==> config.mk <==
export PLATFORM = sky130hd
export DESIGN_NAME = imm_gen_stage
export DESIGN_NICKNAME = d
export VERILOG_FILES = /design/src/rtl/imm_pkg.sv /design/src/rtl/imm_extract.sv /design/src/rtl/imm_gen_stage.sv
export SDC_FILE = /design/constraint.sdc
export NUM_CORES = 1
export LEC_CHECK = 0
export BUFFER_PORTS_ARGS = -buffer_cell sky130_fd_sc_hd__buf_4
export CAP_MARGIN = 15
export CORE_MARGIN = 4
export CORE_UTILIZATION = 27
export CTS_CLUSTER_SIZE = 25
export DETAILED_ROUTE_END_ITERATION = 8
export PLACE_DENSITY = 0.56
export SLEW_MARGIN = 20
export SYNTH_ARGS = -nofsm -noshare
export SYNTH_HDL_FRONTEND = slang
export SYNTH_SLANG_ARGS = --single-unit
==> constraint.sdc <==
create_clock -name clk_i -period 21.5 [get_ports clk_i]
set_input_delay 2.15 -clock clk_i [delete_from_list [all_inputs] [get_ports clk_i]]
set_output_delay 2.15 -clock clk_i [all_outputs]
set_load 0.005 [all_outputs]
==> src/rtl/imm_pkg.sv <==
// Shared types and opcode constants for the decode-stage immediate generator.
package imm_pkg;

  // Widest supported datapath; entries are stored at this width and trimmed at the ports.
  localparam int XLEN_MAX = 64;

  typedef enum logic [2:0] {
    FMT_R  = 3'd0,
    FMT_I  = 3'd1,
    FMT_SH = 3'd2,
    FMT_S  = 3'd3,
    FMT_B  = 3'd4,
    FMT_U  = 3'd5,
    FMT_J  = 3'd6
  } fmt_e;

  localparam logic [6:0] OP_IMM   = 7'b0010011;
  localparam logic [6:0] OP_IMM32 = 7'b0011011;
  localparam logic [6:0] LOAD     = 7'b0000011;
  localparam logic [6:0] JALR     = 7'b1100111;
  localparam logic [6:0] SYSTEM   = 7'b1110011;
  localparam logic [6:0] STORE    = 7'b0100011;
  localparam logic [6:0] BRANCH   = 7'b1100011;
  localparam logic [6:0] LUI      = 7'b0110111;
  localparam logic [6:0] AUIPC    = 7'b0010111;
  localparam logic [6:0] JAL      = 7'b1101111;
  localparam logic [6:0] OP       = 7'b0110011;
  localparam logic [6:0] OP32     = 7'b0111011;

  typedef struct packed {
    logic [31:0]         instr;
    logic [XLEN_MAX-1:0] pc;
    logic [XLEN_MAX-1:0] imm;
    fmt_e                fmt;
    logic                illegal;
    logic [XLEN_MAX-1:0] target;
  } entry_t;

  // funct3 values 001 (SLLI) and 101 (SRLI/SRAI) select the shift forms of OP-IMM.
  function automatic logic is_shift(input logic [2:0] funct3);
    return (funct3 == 3'b001) || (funct3 == 3'b101);
  endfunction

endpackage

==> src/rtl/imm_extract.sv <==
// Combinational immediate extraction: instruction word to immediate, format and illegal flag.
module imm_extract
  import imm_pkg::*;
#(
  parameter int XLEN    = 32,
  parameter int SHAMT_W = (XLEN == 64) ? 6 : 5
) (
  input  logic [31:0]     instr,
  output logic [XLEN-1:0] imm,
  output fmt_e            fmt,
  output logic            illegal
);

  logic [6:0] opcode;
  logic [2:0] funct3;

  assign opcode = instr[6:0];
  assign funct3 = instr[14:12];

  // Decode the opcode and assemble the sign-extended immediate for its format.
  always_comb begin
    imm     = '0;
    fmt     = FMT_R;
    illegal = 1'b0;
    if (instr[1:0] != 2'b11) begin
      illegal = 1'b1;
    end else begin
      case (opcode)
        OP_IMM: begin
          if (is_shift(funct3)) begin
            imm = XLEN'(instr[20 +: SHAMT_W]);
            fmt = FMT_SH;
          end else begin
            imm = XLEN'($signed(instr[31:20]));
            fmt = FMT_I;
          end
        end
        OP_IMM32: begin
          if (XLEN == 64) begin
            // Word shifts only ever carry a 5-bit shift amount.
            if (is_shift(funct3)) begin
              imm = XLEN'(instr[24:20]);
              fmt = FMT_SH;
            end else begin
              imm = XLEN'($signed(instr[31:20]));
              fmt = FMT_I;
            end
          end else begin
            illegal = 1'b1;
          end
        end
        LOAD, JALR, SYSTEM: begin
          imm = XLEN'($signed(instr[31:20]));
          fmt = FMT_I;
        end
        STORE: begin
          imm = XLEN'($signed({instr[31:25], instr[11:7]}));
          fmt = FMT_S;
        end
        BRANCH: begin
          imm = XLEN'($signed({instr[31], instr[7], instr[30:25], instr[11:8], 1'b0}));
          fmt = FMT_B;
        end
        LUI, AUIPC: begin
          imm = XLEN'($signed({instr[31:12], 12'b0}));
          fmt = FMT_U;
        end
        JAL: begin
          imm = XLEN'($signed({instr[31], instr[19:12], instr[20], instr[30:21], 1'b0}));
          fmt = FMT_J;
        end
        OP: begin
          fmt = FMT_R;
        end
        OP32: begin
          illegal = (XLEN != 64);
        end
        default: begin
          illegal = 1'b1;
        end
      endcase
    end
  end

endmodule

==> src/rtl/imm_gen_stage.sv <==
// Decode-stage immediate generator behind a valid/ready handshake with a 2-entry skid buffer.
module imm_gen_stage
  import imm_pkg::*;
#(
  parameter int XLEN = 32
) (
  input  logic            clk_i,
  input  logic            rst_i,
  input  logic            flush_i,
  input  logic            in_valid_i,
  output logic            in_ready_o,
  input  logic [31:0]     instr_i,
  input  logic [XLEN-1:0] pc_i,
  output logic            out_valid_o,
  input  logic            out_ready_i,
  output logic [31:0]     instr_o,
  output logic [XLEN-1:0] pc_o,
  output logic [XLEN-1:0] imm_o,
  output fmt_e            fmt_o,
  output logic            illegal_o,
  output logic [XLEN-1:0] target_o
);

  logic [XLEN-1:0] dec_imm;
  fmt_e            dec_fmt;
  logic            dec_illegal;
  entry_t          new_entry;
  entry_t          out_q;
  entry_t          skid_q;
  logic            out_v;
  logic            skid_v;

  imm_extract #(.XLEN(XLEN)) u_extract (
    .instr   (instr_i),
    .imm     (dec_imm),
    .fmt     (dec_fmt),
    .illegal (dec_illegal)
  );

  // Package the incoming instruction with its decoded fields and PC-relative target.
  always_comb begin
    new_entry         = '0;
    new_entry.instr   = instr_i;
    new_entry.pc      = XLEN_MAX'(pc_i);
    new_entry.imm     = XLEN_MAX'(dec_imm);
    new_entry.fmt     = dec_fmt;
    new_entry.illegal = dec_illegal;
    new_entry.target  = XLEN_MAX'(pc_i + dec_imm);
  end

  // Output register plus skid register; the skid is only ever filled while the output stalls.
  always_ff @(posedge clk_i or posedge rst_i) begin
    if (rst_i) begin
      out_v  <= 1'b0;
      skid_v <= 1'b0;
      out_q  <= '0;
      skid_q <= '0;
    end else if (flush_i) begin
      out_v  <= 1'b0;
      skid_v <= 1'b0;
    end else if (!out_v || out_ready_i) begin
      if (skid_v) begin
        out_q  <= skid_q;
        out_v  <= 1'b1;
        skid_v <= 1'b0;
      end else if (in_valid_i) begin
        out_q <= new_entry;
        out_v <= 1'b1;
      end else begin
        out_v <= 1'b0;
      end
    end else if (in_valid_i && !skid_v) begin
      skid_q <= new_entry;
      skid_v <= 1'b1;
    end
  end

  assign in_ready_o  = !skid_v;
  assign out_valid_o = out_v;
  assign instr_o     = out_q.instr;
  assign pc_o        = out_q.pc[XLEN-1:0];
  assign imm_o       = out_q.imm[XLEN-1:0];
  assign fmt_o       = out_q.fmt;
  assign illegal_o   = out_q.illegal;
  assign target_o    = out_q.target[XLEN-1:0];

endmodule

======== Yosys cells after proc, flatten, opt, wreduce, memory -nomap -nowiden ========
Cells that the tools add are included.
storage, ports and cells
  register bits ........................... 298
  bits of input ports ..................... 69
  output and inout port bits .............. 134
  word-level logic and storage cells ...... 60
operators by class
  $add $sub $neg .......................... 1
  equal/unequal tests ..................... 13
  multiplexer cells ....................... 17
  bitwise logic cells ..................... 2
  reductions and logical operators ........ 13
operator list
  operator                                                          count
  228-bit 2-to-1 mux                                                2
  32-bit one-hot mux with 6 select lines                            1
  32-bit 2-to-1 mux                                                 2
  32-bit by 32-bit adder with 33-bit output                         1
  7-bit == test (second input constant)                             4
  7-bit by 6-bit == test with 1-bit output (second input constant)  3
  3-bit one-hot mux with 6 select lines                             1
  7-bit by 5-bit == test with 1-bit output (second input constant)  2
  10-bit OR reduction                                               1
  1-bit 2-to-1 mux                                                  9
  7-bit by 2-bit == test with 1-bit output (second input constant)  1
  3-bit AND reduction                                               2
  2-bit nonzero test                                                2
  3-bit by 1-bit == test with 1-bit output (second input constant)  1
  3-bit == test (second input constant)                             1
  3-bit 2-to-1 mux                                                  1
  3-bit nonzero test                                                1
  3-bit OR reduction                                                1
  1-bit logical NOT                                                 2
  1-bit logical OR                                                  2
  2-bit 2-to-1 mux                                                  1
  2-bit != test (second input constant)                             1
  1-bit inverter                                                    2
  2-bit OR reduction                                                1
  1-bit logical AND                                                 1

======== Longest topological paths before layout ========
Gate-level depths: netlist (run 1).
  depth after elaboration ................. 8
  gate-level depth with buffers ........... 20
  gate-level depth less buffers ........... 18

======== By module ========
Synthesis (run 1) repeated with hierarchy kept, for this count alone.
unflattened totals
  cells, all modules ...................... 1,244
  area total of the unflattened synthesis .. 13,291.5 um^2
by module, submodules not included
  module         times used  cells each  area each (um^2)  sequential area each (um^2)
  imm_gen_stage  1           1,133       12,624.6          6,656.4
  imm_extract    1           111         666.9             0.0

======== Worst setup path after synthesis (run 1) ========
No wires, ideal clock.
  kind .................................... input to register
  start ................................... input instr_i[2]
  end ..................................... register out_q, in the netlist target_o[26]
  setup time .............................. 127 ps
  arrival ................................. 5,149 ps
  required time ........................... 21,373 ps
  path slack .............................. 16,225 ps
  stages on the path ...................... 17
  cell sequence ........................... nor2_1 > nand3_1 > nor3b_1 > nand3b_1 > nand2_1 > ha_1 > inv_1 > fa_1 > nor2b_1 > o2111ai_1 > a21oi_1 > o21bai_1 > a21oi_1 > o31ai_1 > o21ai_1 > mux2i_1 > nand3_1
on the way
  longest elaborated chain between the ends .. 7
  elaborated cells on any way between the ends .. 16
  classes of those cells .................. add/sub: 1; eq/ne: 9; mux: 4; reduce/logical: 2
ends and longest elaborated chain
  what                                                              RTL line             RTL
  start, declared                                                   imm_gen_stage.sv:12  input logic [31:0] instr_i,
  7-bit by 2-bit == test with 1-bit output (tied with other cells)  imm_extract.sv:28    case (opcode)
  3-bit OR reduction or 2-bit OR reduction (tied branches)          n/a
  32-bit one-hot mux with 6 select lines *                          imm_extract.sv:28
  32-bit 2-to-1 mux *                                               imm_extract.sv:25    if (instr[1:0] != 2'b11) begin
  via dec_imm[0]                                                    imm_gen_stage.sv:24  logic [XLEN-1:0] dec_imm;
  32-bit by 32-bit adder with 33-bit output *                       imm_gen_stage.sv:48  new_entry.target = XLEN_MAX'(pc_i + dec_imm);
  228-bit 2-to-1 mux *                                              imm_gen_stage.sv:66  end else if (in_valid_i) begin
  228-bit 2-to-1 mux *                                              imm_gen_stage.sv:62  if (skid_v) begin
  end signal, assigned                                              imm_gen_stage.sv:63  out_q <= skid_q;
  end signal, assigned                                              imm_gen_stage.sv:67  out_q <= new_entry;
  end, declared                                                     imm_gen_stage.sv:28  entry_t out_q;
Mark *: on every way through the listed nets, which the timed path passes. The rest lies on a longest branch. The select of a mux whose other input is x is not followed.
A chain may end at the register's enable or synchronous reset.

======== Worst setup path after layout (run 1) ========
  start ................................... input instr_i[2]
  end ..................................... register out_q, in the netlist target_o[28]
The elaborated chain is that of the path after synthesis.

==> results of run 1 <==
[cell families (layout without fill, tap and decap cells)]
| logic type | Yosys count | in the layout | share of synthesized area [%] |
|---|---|---|---|
| and+or+nand+nor | 371 | 371 | 11.8 |
| buffers and inverters | 119 | 304 | 3.47 |
| AOI/OAI and AO/OA | 377 | 377 | 15.6 |
| adders and majority gates | 32 | 32 | 3.14 |
| other | 0 | 1 | 0 |
| DFF | 266 | 266 | 51.3 |
| muxes | 154 | 154 | 12.6 |
| xor gates and xnor gates | 31 | 31 | 2.09 |
[registers in the layout (all words and copies together) (netlist names), 3 cells and up]
register / cells
skid_q: 132
imm_o: 32
target_o: 32
fmt_o: 3
instr_o: 32
pc_o: 32
[final cells by class]
class	instances	share of cell area (%)
diodes	1	0.0155
clock buffers	43	5.58
well taps	615	4.77
repair buffers	211	9.84
clock inverters	11	0.938
multi-input cells	965	36.6
inverters	39	0.954
flip-flops and latches	266	41.3
[through the flow]
stage          worst slack, ns  area (um2)  power, uW
4_1_cts                  15.98       16100       1420
6_report                 15.92       16100       1390
3_3_place_gp             15.37       15100        855
5_1_grt                  15.54       16100       1470
2_1_floorplan            12.02       13000        744
3_5_place_dp             15.40       15100        862
[synth_stat cells, drive strengths merged (2+ instances only)]
| cell type | instances | area share (%) |
|---|---|---|
| clkbuf | 67 | 1.9 |
| o22ai | 2 | 0.096 |
| xnor2 | 21 | 1.4 |
| a21boi | 3 | 0.17 |
| a211oi | 4 | 0.23 |
| nor3 | 11 | 0.42 |
| nand4 | 6 | 0.29 |
| or3 | 2 | 0.096 |
| o21a | 3 | 0.17 |
| mux2i | 76 | 5.9 |
| nor2 | 81 | 2.3 |
| a21o | 10 | 0.58 |
| nand3 | 17 | 0.66 |
| nor2b | 5 | 0.24 |
| a31oi | 4 | 0.19 |
| nand2b | 7 | 0.34 |
| ha | 31 | 3.0 |
| a22oi | 6 | 0.35 |
| and3 | 10 | 0.48 |
| o211ai | 6 | 0.35 |
| inv | 39 | 1.1 |
| a21oi | 125 | 4.8 |
| xor2 | 10 | 0.67 |
| nor3b | 3 | 0.17 |
| nand2 | 224 | 6.5 |
| o21bai | 4 | 0.23 |
| dfrtp | 266 | 51 |
| mux2 | 78 | 6.8 |
| o21ai | 201 | 7.8 |
| buf | 13 | 0.40 |
[worst register-to-register path: cells and delay by family (launching register included)]
kind,cells,cell delay (ns)
buf+inv,2,1.65
simple gates,4,1.24
flops,1,0.75
mux,1,0.18
[where the power goes]
| part | internal (uW) | switching [uW] |
|---|---|---|
| Sequential | 583 | 45.4 |
| Combinational | 110 | 112 |
| Clock | 327 | 216 |
| Total | 1020 | 373 |
[routing by layer]
metal | share of wire [%] | vias to the layer above
li1 | - | 5010
met1 | 47 | 5040
met2 | 46 | 276
met3 | 4.7 | 48
met4 | 2.3 | 0
met5 | 0 | -
[how the worst max path moves through the flow]
stage	startpoint	to	slack (ns)
floorplan	rst_i	fmt_o[0]	12.02
global placement	instr_i[2]	target_o[20]	15.37
detailed placement	instr_i[2]	target_o[28]	15.40
CTS	instr_i[2]	target_o[28]	15.98
global route	instr_i[2]	target_o[26]	15.54
finish	instr_i[2]	target_o[28]	15.92
==> metrics.csv, run 1 <==
stage;metric;value;unit
status;outcome;finished clean;
floorplanning;die_w;227;um
cts;cts_hold_buf;0;
hold_path;worstHoldStart;skid_q[31];
placed_design;hpwl;30000;um
hold_path;worstHoldEndpoint;skid_q[31];
worst_setup_path;cp_max_fo;13;
detailed_routing;firstDrtPassIters;5;
floorplanning;io-pin-count;203;
yosys;synth_nets;1451;
worst_setup_path;worst-r2r-cell-count;7;
grt;grt_overflow;0;
finish;drive_gt1_share;22.7;%
grt;use_met2;25.3;%
sta;finalSetupViolations;0;
grt;track_usage;15.7;%
worst_setup_path;cpPeakStageDelay;0.53;ns
detailed_routing;vias_per_cell;4.82;
sta;finClkSkew;0.0204;ns
yosys;seq_area_frac_synth;51.3;%
cts;clockBufferDepth;3;
hold_path;hold_class;reg2reg;
sta;rsz0062_at_grt;false;
sta;relSlewSlack;26.4;%
yosys;synth.distinct_cells;51;
yosys;synth_cells;1350;
worst_setup_path;cp-start-kind;primary input;
worst_setup_path;r2r_start;skid_v;
grt;grt_pass1_vias;10200;
grt;met1_usage;22.3;%
detailed_routing;drtIter0Drc;690;
yosys;synth-async-reset-ratio;100;%
cts;cts_setup_buffers;0;
grt;antenna_found_initial;1;
sta;slew_violations;0;
yosys;synth_ff_type;dfrtp_1;
run;cap_viol_max_count;0;
floorplanning;start_util;27.3;%
worst_setup_path;crit_path_end_kind;flop;
pwr;irDropWorstVdd;0.0523;mV
finish;seq_area;6660;um2
sta;holdWs;0.473;ns
finish;layout_common_cells;265 x dfrtp_1, 224 x nand2_1, 210 x buf_4;
worst_setup_path;path_class;in2reg;
worst_setup_path;required;21.99;ns
worst_setup_path;cp_data_arrival_time;6.07;ns
pwr;p_leak;0.00758;uW
floorplanning;coreArea;47600;um2
cts;h-tree-depth;1;
floorplanning;fp.dieArea;51700;um2
finish;nNetsFinal;1615;
grt;grt_pass1_wl;62900;um
yosys;synthesis.area;13000;um2
pwr;p_per_area;86.3;nW/um2
cts;clk_latency;0.58;ns
cts;clock-sinks;266;
worst_setup_path;cp_cell_sequence;buf_4 -> nor2_1 -> nand3_1 -> nor3b_1 -> nand3b_1 -> nand2_1 -> ha_1 -> inv_1 -> fa_1 -> nor2b_1 -> o2111ai_1 -> a21oi_1 -> nor2_1 -> o21ai_1 -> a21oi_1 -> xnor2_1 -> nand2_1 -> a21oi_1;
finish;final_core_util;33.9;%
worst_setup_path;crit_family;simple AND/OR/NAND/NOR gates;
worst_setup_path;path_buf_inv;2;
cts;cts_tree;done;
placed_design;portBuffers;202;
finish;multi_input_area;5910;um2
yosys;syn-mean-instance-area;9.62;um2
grt;grt.met3_usage;2.17;%
sta;hold_viol;0;
grt;grt_max_degree;126;
floorplanning;rows;80;
detailed_routing;vias;10400;
finish;syn2layout_area_growth;24.2;%
detailed_routing;wl_per_cell;19.4;um
sta;fin_crit_sh;26.0;%
cts;cts_buffers;31;
finish;n_fill_cell;4930;
finish;layout.cells.non_filler;2151;
floorplanning;chipHeight;227;um
yosys;synth_edf_count;0;
cts;cts-resized-gates;0;
yosys;yosysWarnings;0;
placed_design;place.gp.congestion;0.916;
sta;fmax;179;MHz
sta;fin_setup_tns;0;ns
worst_setup_path;regToRegSetupSlack;17.56;ns
yosys;ys_ff_latch;266;
worst_setup_path;r2r_end;target_o[30];
hold_path;min_delay_path_depth;2;
detailed_routing;ant_nets;0;
cts;path_clk_slew;0.06;ns
sta;period_minus_slack;5.58;ns
placed_design;post-place-cells;2096;
cts;cts-root-buf;clkbuf_16;
worst_setup_path;cp.depth;18;
worst_setup_path;cp_slowest_cell;nor3b_1;
detailed_routing;drc;0;
grt;busiest_layer;met2;
worst_setup_path;cpMostUsedCell;a21oi_1;
finish;final_common_cell;dfrtp_1;
detailed_routing;drt_wl_total;41600;um
sta;worstMarginPinSlew;1.10;ns
No activity file was read; power rests on OpenSTA's default activity.
==> run 2, diff against run 1 <==
--- a/config.mk
+++ b/config.mk
@@ -5,6 +5,7 @@
 export SDC_FILE = /design/constraint.sdc
 export NUM_CORES = 1
 export LEC_CHECK = 0
+export ABC_AREA = 1
 export BUFFER_PORTS_ARGS = -buffer_cell sky130_fd_sc_hd__buf_4
 export CAP_MARGIN = 15
 export CORE_MARGIN = 4
==> constraint.sdc (replaced) <==
create_clock -name clk_i -period 5.3 [get_ports clk_i]
set_input_delay 0.53 -clock clk_i [delete_from_list [all_inputs] [get_ports clk_i]]
set_output_delay 0.53 -clock clk_i [all_outputs]
set_load 0.005 [all_outputs]
==> run 2 against run 1 <==
  * First-iteration DRC count increased by 60%
  * Clock skew shrank 0.0013 ns
  * Setup slack worse by 14 ns
  * Routed wire length rose by 14%
  * Final area grew 4.8%
  * Clock power increased to 4.2 times the previous value
  * Worst hold slack lost 0.19 ns
  * Power rose to 4.2 times the previous value
  * Synthesized area is 5.7% higher
  * Critical endpoint is now target_o[19]
  * Largest cell class unchanged
==> metrics.csv, run 2 <==
stage;metric;value;unit
detailed_routing;drtIter0Drc;1105;
cts;h-tree-depth;2;
detailed_routing;vias;12400;
grt;antenna_found_initial;1;
sta;hold_viol;0;
floorplanning;start_util;27.4;%
grt;track_usage;17.2;%
yosys;synthesis.area;13700;um2
worst_setup_path;cp_max_fo;7;
detailed_routing;drc;0;
yosys;synth_ff_type;dfrtp_1;
hold_path;hold_class;in2reg;
grt;grt_pass1_wl;71900;um
yosys;synth_edf_count;0;
worst_setup_path;required;5.72;ns
floorplanning;chipHeight;233;um
yosys;ys_ff_latch;266;
yosys;seq_area_frac_synth;48.5;%
detailed_routing;vias_per_cell;4.62;
floorplanning;coreArea;50200;um2
yosys;synth_top_family_by_area;simple AND/OR/NAND/NOR gates;
run;cap_viol_max_count;0;
grt;grt_pass1_vias;11800;
detailed_routing;drt_wl_total;47500;um
floorplanning;rows;82;
yosys;synthMuxAreaShare;0;%
finish;layout_common_cells;598 x nand2_1, 306 x o21ai_0, 265 x dfrtp_1;
finish;finish.instance_area;16900;um2
finish;drive_gt1_share;15.3;%
yosys;synth.most_common_cell;nand2_1;
yosys;synthTopCellsByArea;dfrtp_1 48%, nand2_1 16%, o21ai_0 11%;
sta;fmax;283;MHz
finish;largest_reg_flops;132;
cts;clock-sinks;266;
floorplanning;die_w;233;um
finish;nNetsFinal;2079;
sta;rsz0062_at_grt;false;
grt;grt_overflow;0;
pwr;irDropWorstVdd;0.182;mV
pwr;p_per_area;349;nW/um2
sta;fin_crit_sh;66.6;%
placed_design;placed_area;15800;um2
sta;period_minus_slack;3.53;ns
floorplanning;fp.dieArea;54500;um2
sta;worstMarginPinSlew;0.997;ns
pwr;p_leak;0.00899;uW
sta;relSlewSlack;33.5;%
worst_setup_path;cp-start-kind;primary input;
yosys;synth_compound_area_share;16.6;%
yosys;synthSimpleGateAreaFrac;22.9;%
yosys;yosysWarnings;0;
yosys;synth_nets;1918;
cts;cts_tree;done;
cts;cts-root-buf;clkbuf_16;
cts;clockBufferDepth;3;
detailed_routing;wl_per_cell;17.8;um
sta;finClkSkew;0.0191;ns
cts;cts-resized-gates;0;
status;outcome;finished clean;
cts;cts_buffers;34;
finish;final_common_cell;nand2_1;
yosys;synth_common_cells;599 x nand2_1, 306 x o21ai_0, 266 x dfrtp_1, 175 x inv_1, 118 x nor2_1;
finish;syn2layout_area_growth;23.1;%
grt;grt_max_degree;173;
yosys;synthAdderAreaFrac;2.97;%
sta;slew_violations;0;
sta;fin_setup_tns;0;ns
yosys;synth-async-reset-ratio;100;%
yosys;synth.top_cell.area_share;48.5;%
yosys;syn-mean-instance-area;7.55;um2
sta;finalSetupViolations;0;
cts;path_clk_slew;0.06;ns
yosys;synth.distinct_cells;42;
yosys;synth_area_leader_cell;dfrtp_1;
floorplanning;io-pin-count;203;
yosys;synth_cells;1817;
cts;clk_latency;0.54;ns
placed_design;hpwl;34100;um
finish;top_register;skid_q;
worst_setup_path;cp_data_arrival_time;3.94;ns
worst_setup_path;crit_path_end_kind;flop;
detailed_routing;ant_nets;0;
placed_design;portBuffers;202;
worst_setup_path;path_class;in2reg;
cts;cts_setup_buffers;0;
placed_design;place.gp.congestion;0.896;
yosys;synth_xor_area_share;0.893;%
detailed_routing;firstDrtPassIters;5;
-- run 2: cell type report --
cell class / count / area [um2]
fill: 5323 / 33300
sequential: 266 / 6660
inverter: 190 / 722
multi-input combinational: 1272 / 5970
timing repair buffer: 214 / 1630
clock inverter: 13 / 128
tap: 672 / 841
clock buffer: 46 / 947
antenna: 1 / 2.50
-- run 2: worst max-delay path, stage by stage --
cell and delay [ns]:
buf_4 0.08, nand2_1 0.14, nor2_2 0.31, nand2_2 0.15, nand3_1 0.14, a21oi_1 0.11
o22ai_1 0.49, ha_1 0.40, or2_2 0.33, nand3_1 0.09, nand2_1 0.13, nand2_1 0.09
nand2_1 0.15, nand2_1 0.14, inv_1 0.04, o21ai_0 0.32, nand3_1 0.13, nand2_1 0.11
nand2_1 0.05
-- run 2: repair_timing --
action                                 CTS  global route
hold buffers                             1             0
endpoints found under the hold margin    9             0
setup endpoints to repair                0             0
-- run 2: layer usage --
layer  vias up  global-route usage [%]  share of wire, %
li1       6134                       -                 -
met1      5844                    23.6                45
met2       321                    27.6                46
met3        63                    3.73               6.4
met4         0                    4.38               2.4
met5         -                       0                 0
-- run 2: kinds of logic after synthesis --
kind of cell | count (synthesis)
simple gates | 792
compound gates | 434
buf+inv | 279
flops | 266
fa+ha+maj | 32
xor+xnor | 14
-- run 2: stage by stage --
step / total power [uW] / std cells / worst slack, ns / hold slack, ns / utilization [%]
2_1_floorplan: 3130 / 1817 / 1.26 / 0.437 / -
3_3_place_gp: 3630 / 2613 / 1.31 / 0.449 / 31.5
3_5_place_dp: 3650 / 2613 / 1.30 / 0.466 / 31.5
4_1_cts: 6000 / 2673 / 1.85 / 0.246 / 33.7
5_1_grt: 6240 / 2673 / 1.50 / 0.284 / 33.7
6_report: 5890 / 2674 / 1.77 / 0.280 / 33.7
-- run 2: worst paths after layout --
check | startpoint | end | slack [ns] | depth (start not counted)
setup / recovery | instr_i[1] | target_o[19] | 1.77 | 19
hold / removal | instr_i[0] | skid_q[196] | 0.28 | 3
setup reg to reg | skid_v | skid_q[14] | 2.60 | 5
hold reg to reg | skid_q[22] | skid_q[22] | 0.48 | 2
max in group asynchronous | rst_i | skid_v | 3.45 | 4
min in group asynchronous | rst_i | instr_o[5] | 0.50 | 3
-- run 2: power by group --
part           leakage (uW)  switching, uW  total, uW  internal (uW)
registers           0.00338            199       2600           2400
logic               0.00509            560        997            437
clock network      0.000527            939       2290           1350
